### config.mk
export PLATFORM = sky130hd
export DESIGN_NAME = tdc_trace_recorder
export DESIGN_NICKNAME = d
export VERILOG_FILES = /design/src/rtl/tdc_trace_recorder.sv
export SDC_FILE = /design/constraint.sdc
export NUM_CORES = 2
export LEC_CHECK = 0
export BUFFER_PORTS_ARGS = -buffer_cell sky130_fd_sc_hd__buf_4
export CORE_MARGIN = 2
export CORE_UTILIZATION = 60
export DETAILED_ROUTE_END_ITERATION = 12
export PLACE_DENSITY = 0.76
export RECOVER_POWER = 100
export SYNTH_ARGS = -nofsm -noshare
export SYNTH_HDL_FRONTEND = slang
export SYNTH_SLANG_ARGS = --single-unit
export TNS_END_PERCENT = 30
### constraint.sdc
create_clock -name clkSample -period 22.3 [get_ports clkSample]
set_input_delay 1.115 -clock clkSample [delete_from_list [all_inputs] [get_ports clkSample]]
set_output_delay 1.115 -clock clkSample [all_outputs]
set_load 0.02 [all_outputs]
### src/rtl/tdc_trace_recorder.sv
// tdc_trace_recorder: encodes the TDC thermometer word to a depth code,
// sums 2^g_AVG_LOG2 codes per entry, records g_DEPTH entries after an armed
// trigger edge and drains them over a valid/ready stream.
// Build option: define TDC_BUBBLE_FILTER_EN to count contiguous ones from
// bit 0 instead of taking the popcount.
module tdc_trace_recorder #(
    parameter int g_LEN      = 32,
    parameter int g_DEPTH    = 256,
    parameter int g_AVG_LOG2 = 2,
    localparam int CW        = $clog2(g_LEN + 1),
    localparam int W         = CW + g_AVG_LOG2
) (
    input  logic             clkSample,
    input  logic             rst,
    input  logic [g_LEN-1:0] clkProp,
    input  logic             trig,
    input  logic             arm,
    output logic             busy,
    output logic             done,
    output logic             rd_valid,
    input  logic             rd_ready,
    output logic [W-1:0]     rd_data,
    output logic             rd_last
);

    localparam int PW = $clog2(g_DEPTH);
    localparam int GW = (g_AVG_LOG2 > 0) ? g_AVG_LOG2 : 1;
    localparam logic [GW-1:0] GRP_LAST = GW'((1 << g_AVG_LOG2) - 1);
    localparam logic [PW-1:0] PTR_LAST = PW'(g_DEPTH - 1);

    localparam logic [1:0] IDLE    = 2'd0;
    localparam logic [1:0] ARMED   = 2'd1;
    localparam logic [1:0] CAPTURE = 2'd2;
    localparam logic [1:0] READOUT = 2'd3;

    logic [1:0]       state;
    logic [g_LEN-1:0] s0;
    logic [CW-1:0]    code;
    logic [CW-1:0]    s1;
    logic             t_meta, t_sync, t_prev, trig_rise;
    logic [W-1:0]     acc;
    logic [W-1:0]     sum;
    logic [GW-1:0]    grp;
    logic [PW-1:0]    wr_ptr;
    logic [PW-1:0]    rd_ptr;
    logic [PW-1:0]    raddr;
    logic             cap_we;
    logic             rd_fire;
    logic [W-1:0]     ram_q;
    logic [W-1:0]     mem [g_DEPTH];

    // Depth encoder on the S0 word
    always_comb begin
        code = '0;
`ifdef TDC_BUBBLE_FILTER_EN
        // Lowest zero wins; scanning downward leaves the lowest index last.
        code = CW'(g_LEN);
        for (int i = g_LEN - 1; i >= 0; i--) begin
            if (!s0[i]) code = CW'(i);
        end
`else
        for (int i = 0; i < g_LEN; i++) begin
            code = code + CW'(s0[i]);
        end
`endif
    end

    // Two-stage input pipeline: raw sample, then encoded code
    always_ff @(posedge clkSample) begin
        if (rst) begin
            s0 <= '0;
            s1 <= '0;
        end else begin
            s0 <= clkProp;
            s1 <= code;
        end
    end

    // Trigger synchronizer and registered rising-edge pulse
    always_ff @(posedge clkSample) begin
        if (rst) begin
            t_meta    <= 1'b0;
            t_sync    <= 1'b0;
            t_prev    <= 1'b0;
            trig_rise <= 1'b0;
        end else begin
            t_meta    <= trig;
            t_sync    <= t_meta;
            t_prev    <= t_sync;
            trig_rise <= t_sync & ~t_prev;
        end
    end

    assign cap_we  = (state == CAPTURE) && (grp == GRP_LAST);
    assign sum     = (grp == '0) ? W'(s1) : acc + W'(s1);
    assign rd_fire = rd_valid && rd_ready;

    // Control FSM with registered busy/done decodes
    always_ff @(posedge clkSample) begin
        if (rst) begin
            state <= IDLE;
            busy  <= 1'b0;
            done  <= 1'b0;
        end else begin
            busy <= (state == ARMED) || (state == CAPTURE);
            done <= (state == READOUT);
            case (state)
                IDLE:    if (arm) state <= ARMED;
                ARMED:   if (trig_rise) state <= CAPTURE;
                CAPTURE: if (cap_we && wr_ptr == PTR_LAST) state <= READOUT;
                READOUT: if (rd_fire && rd_ptr == PTR_LAST) state <= IDLE;
                default: state <= IDLE;
            endcase
        end
    end

    // Group accumulator and write pointer during capture
    always_ff @(posedge clkSample) begin
        if (rst) begin
            acc    <= '0;
            grp    <= '0;
            wr_ptr <= '0;
        end else if (state == CAPTURE) begin
            acc <= sum;
            grp <= (grp == GRP_LAST) ? '0 : grp + 1'b1;
            if (cap_we) wr_ptr <= wr_ptr + 1'b1;
        end else if (state == IDLE && arm) begin
            acc    <= '0;
            grp    <= '0;
            wr_ptr <= '0;
        end
    end

    // Trace RAM write port (contents survive reset)
    always_ff @(posedge clkSample) begin
        if (cap_we) mem[wr_ptr] <= sum;
    end

    // Read port prefetches the next entry on acceptance so ram_q tracks rd_ptr
    assign raddr = rd_fire ? rd_ptr + 1'b1 : rd_ptr;
    always_ff @(posedge clkSample) begin
        ram_q <= mem[raddr];
    end

    // Readout handshake; valid waits one cycle for the first RAM read
    always_ff @(posedge clkSample) begin
        if (rst) begin
            rd_ptr   <= '0;
            rd_valid <= 1'b0;
        end else if (state == READOUT) begin
            if (!rd_valid) begin
                rd_valid <= 1'b1;
            end else if (rd_ready) begin
                rd_ptr <= rd_ptr + 1'b1;
                if (rd_ptr == PTR_LAST) rd_valid <= 1'b0;
            end
        end else begin
            rd_valid <= 1'b0;
            if (state == IDLE && arm) rd_ptr <= '0;
        end
    end

    assign rd_data = rd_valid ? ram_q : '0;
    assign rd_last = rd_valid && (rd_ptr == PTR_LAST);

endmodule

* Word-level counts from Yosys, hierarchy flattened
Memories as Yosys holds them, arrays and structs flattened. A register that Yosys moved wholly into a read port is not among the register bits. Index checks and enable logic that the tools add are counted.
Word-level totals: register bits 73, memory bits (writable) 2048, input bits 37, output and inout bits 12, word-level logic and storage cells 104, memories 1
Operators by class: $add $sub $neg 35, equal/unequal tests 13, multiplexer cells 23, bitwise operators 3, reduce and logical (&&, ||, !) cells 15
Memory list:
- mem | words 256, width 8, rd ports 1, clocked after Yosys merged registers in 1, write ports 1, RTL line 50 | logic [W-1:0] mem [g_DEPTH];
Operators with widths (count):
- $add 6x1->6 | 26
- $mux 8 | 10
- $add 8x1->8 const B | 2
- $eq 8x8->1 const B | 2
- $mux 2 | 7
- $ne 2x2->1 const B | 5
- $add 8x6->8 | 1
- $pmux 2 s4 | 1
- $add 5x1->6 | 1
- $eq 2x2->1 const B | 3
- $logic_and 1x1->1 | 6
- $add 4x1->5 | 1
- $mux 1 | 5
- $add 3x1->4 | 1
- $logic_not 2->1 | 2
- $ne 2x1->1 const B | 2
- $reduce_and 4->1 | 1
- $reduce_bool 2->1 | 2
- $add 2x1->3 | 1
- $reduce_and 3->1 | 1
- $add 1x1->2 | 1
- $add 2x1->2 const B | 1
- $eq 2x1->1 const B | 1
- $not 1->1 | 2
- other kinds (4) | 4

* Longest topological paths before layout
depth in word-level cells 31, depth in mapped cells 16, mapped depth without buffers 16

* Least setup slack after synthesis
No wires, ideal clock.
path type reg-to-reg, start register s1[0], end memory mem[0][4] in the netlist's numbering, data pin, setup time 2197 ps, data arrival time 11319 ps, data required time 20103 ps, path slack 8784 ps, cell stages (with the launch flop) 7, buffers on the path 0, period minus slack after synthesis 13516 ps, path through dfxtp_1 > ha_1 > fa_1 > a21o_1 > a21oi_1 > xnor2_1 > o21ai_0
On the way: cells in the longest elaborated chain, start to end 2
Ends and longest elaborated chain:
- start, declared | RTL line 39 | logic [CW-1:0] s1;
- start signal, assigned | RTL line 75 | s1 <= code;
- $add 8x6->8 | RTL line 95 | assign sum = (grp == '0) ? W'(s1) : acc + W'(s1);
- $mux 8 | RTL line 95
- named net sum[4] | RTL line 42 | logic [W-1:0] sum;
- end, declared | RTL line 50
The timed path passes the listed nets, and every way through them passes these cells.

* Worst setup path in the final report
start register rd_ptr[0], end register ram_q[0] (read register of mem)
On the way: cells in the longest elaborated chain, start to end 2
Ends and longest elaborated chain:
- start, declared | RTL line 45 | logic [PW-1:0] rd_ptr;
- start signal, assigned | RTL line 154 | rd_ptr <= rd_ptr + 1'b1;
- $add 8x1->8 | RTL line 140 | assign raddr = rd_fire ? rd_ptr + 1'b1 : rd_ptr;
- $mux 8 (*) | RTL line 140
- end, declared | RTL line 49 | logic [W-1:0] ram_q;
Mark *: on every way between the ends. The rest lies on a longest branch, timed or not. A chain may end at the register's enable or synchronous reset.

==> flow_summary_export.csv <==
group,metric,value,unit
run_status,status,"finished with violations",
run_status,failed_checks,"max-capacitance violations, max-slew violations",
sta,fmax,0.07416,GHz
worst_hold_path,hp-class,"flip-flop to flip-flop",
setup_path,setup.worst_path.end_class,"flip-flop",
setup_path,worstSetupPathType,"flip-flop to flip-flop",
global_route,antenna_found_initial,9,
layout,layout-drive-gt1-share,0.1166,
sta,finalHoldWorstSlack,382.7,ps
clock_tree,cts.path.max_buffers,3,
die,fp-row-count,140,
pwr,leakage,30.56,nW
sta,fin_skew,44.58,ps
setup_path,r2r_slack,8820,ps
clock_tree,cts.sinks,2129,
synthesis,synth_edf_count,2048,
placement,io_buffers,48,
clock_tree,insertion_delay,870,ps
setup_path,worstPathMaxFanout,115,
clock_tree,cts_tree,"done",
die,io_pins,49,
clock_tree,cts-buffers-inserted,200,
synthesis,synth_top_area_frac,0.7001,
setup_path,critPathLaunchType,"flip-flop",
synthesis,ys_types,90,
placement,gp_congestion,0.9230,
die,start_util,0.6035,
sta,finalHoldViolCount,0,
global_route,grt_max_degree,144,
sta,tns,0,ps
synthesis,synth-async-reset-ratio,0,
placement,placedInstanceArea,89890,sq um
layout,final_core_util,0.6597,
clock_tree,cts-resized-gates,0,
die,core,145600,sq um
clock_tree,cts_hold_buffers,0,
synthesis,ys_ff_latch,2129,
synthesis,synthCells,5640,
global_route,grt.total_usage,0.3215,
synthesis,yosysSeqAreaShare,0.7186,
routing,vias,53190,
die,die-area,149500,sq um
run,maxCapViolCount,47,
sta,slew_violations,2621,
routing,ant_nets,0,
synthesis,syn_area,87840,sq um
sta,setup_viol,0,
global_route,grt_overflow_total,0,
layout,num-nets-final,5702,
sta,worst_pin_slew,5047,ps
sta,max-slew-margin-rel,-2.365,
die,die_h,386.6,microns
sta,final.min_clock_period,13480,ps
clock_tree,post_cts_buffers,0,
synthesis,synth_area_leaders,"edfxtp_1, mux4_2, mux2i_1",
placement,post-place-ws,15930,ps
die,dieWidth,386.6,microns
placement,hpwl,143.8,mm
sta,min_period_over_period,0.6047,
routing,drtIter0Drc,8357,
synthesis,synth-main-ff-cell,"edfxtp_1",
routing,wire_per_inst,31.35,microns
synthesis,syn-num-nets,5727,
clock_tree,clkSlewWorstSetupHoldPaths,60,ps
global_route,grt_pass1_wl,349.6,mm
synthesis,avgSynthCellArea,15.57,sq um
sta,final.setup.worst_slack,8815,ps
setup_path,critPathRequiredTime,23080,ps
clock_tree,cts-root-buf,"clkbuf_16",
routing,firstDrtPassIters,9,
routing,drc,0,
routing,drt-total-wl,241.7,mm
synthesis,yosys.area.top_type,"edfxtp_1",
layout,design_area,96030,sq um
layout,area_growth,9.320,%
routing,viasPerCell,6.900,
global_route,grt_pass1_vias,51290,
clock_tree,cts.htree.levels,4,
pwr,p_per_area,91.62,nW/um^2
pwr,vdd_drop_max,0.08612,mV
synthesis,yosysWarnings,0,
sta,rsz0062_at_grt,"false",
setup_path,worstPathArrival,14260,ps
==> critical path: stages, from the launching register on <==
cell and delay, ps:
dfxtp_1 1320, clkbuf_1 2000, ha_1 510, nand3_4 90, nand2_1 3440, buf_4 1070, clkbuf_1 2780, mux2i_1 290
a32oi_1 300, a31oi_1 210, a211oi_1 630, nand3_1 390, o211ai_1 270
==> routing by layer <==
| metal | track usage | vias to the layer above | wire [microns] |
|---|---|---|---|
| met5 | 0 | - | 54 |
| met3 | 0.08302 | 768 | 33090 |
| met4 | 0.1633 | 8 | 14400 |
| li1 | - | 21970 | - |
| met1 | 0.4384 | 26570 | 84690 |
| met2 | 0.4841 | 3868 | 109400 |
==> registers in the layout, summed over array words and instances (netlist names) <==
signal     cells
trig_rise      1
mem         2048
grp            2
t_meta         1
state          2
s0            32
wr_ptr         8
t_prev         1
t_sync         1
acc            8
ram_q          8
s1             6
rd_valid       1
busy           1
rd_ptr         8
done           1
==> Yosys cell counts, types with 86 or more instances <==
| cell type | count |
|---|---|
| clkbuf_1 | 177 |
| a22oi_1 | 95 |
| nor2_1 | 327 |
| nand2_1 | 773 |
| a32oi_1 | 123 |
| mux4_2 | 202 |
| nand3_1 | 255 |
| mux2i_1 | 406 |
| edfxtp_1 | 2048 |
| and3_1 | 86 |
| a21oi_1 | 97 |
| buf_2 | 132 |
| a211oi_1 | 87 |
==> kinds of logic after synthesis <==
logic type,Yosys count,synth area share
AOI/OAI and AO/OA,755,0.06391
and+or+nand+nor,1626,0.08196
xor gates and xnor gates,18,0.002051
buffers and inverters,439,0.02427
adders and majority gates,50,0.009258
muxes,623,0.09998
DFF,2129,0.7186
==> through the flow <==
step,power [mW],cells
finish,8.798,7708
global route,9.015,7705
CTS,8.749,7705
detailed placement,5.495,7330
global placement,5.465,7330
floorplan,5.364,5640
==> where the power goes <==
| group | internal (mW) | leakage (nW) | switching [mW] |
|---|---|---|---|
| clock network | 1.83 | 3.13 | 1.50 |
| logic | 0.112 | 7.59 | 0.543 |
| registers | 4.80 | 19.8 | 0.00832 |
| total | 6.74 | 30.6 | 2.05 |
==> path summary, 6_finish.rpt <==
check        startpoint         to  cells after the start
max reg2reg   rd_ptr[0]   ram_q[0]                     12
max           rd_ptr[0]   ram_q[0]                     12
min reg2reg      t_prev  trig_rise                      1
min              t_prev  trig_rise                      1
==> layout make-up <==
type / instances / area [sq um]
Sequential cell: 2129 / 63120
Fill cell: 9506 / 49540
Multi-Input combinational cell: 3072 / 22780
Clock buffer: 257 / 5340
Tap cell: 1917 / 2399
Timing Repair Buffer: 163 / 1107
Clock inverter: 118 / 1082
Inverter: 49 / 183.9
Antenna cell: 3 / 7.507
==> placed cells by master, fill, tap and decap left out, types with 22 or more instances in the layout <==
master and count:
a221oi_1 24, a31oi_1 60, o21ai_0 47, mux4_2 202
inv_1 49, nand4_1 45, clkinv_1 40, nor2_1 323
ha_1 25, a211oi_1 87, a32oi_1 123, a22oi_1 95
mux2i_1 406, a311oi_1 27, clkbuf_1 87, nand2_1 772
nor2b_1 50, a21oi_1 96, o2111ai_1 22, fa_1 25
nand3_1 254, buf_4 119, and3_1 85, o211ai_1 23
edfxtp_1 2048, clkbuf_16 201, clkinv_2 40, dfxtp_1 80
Power figures use the tool's default switching activity.
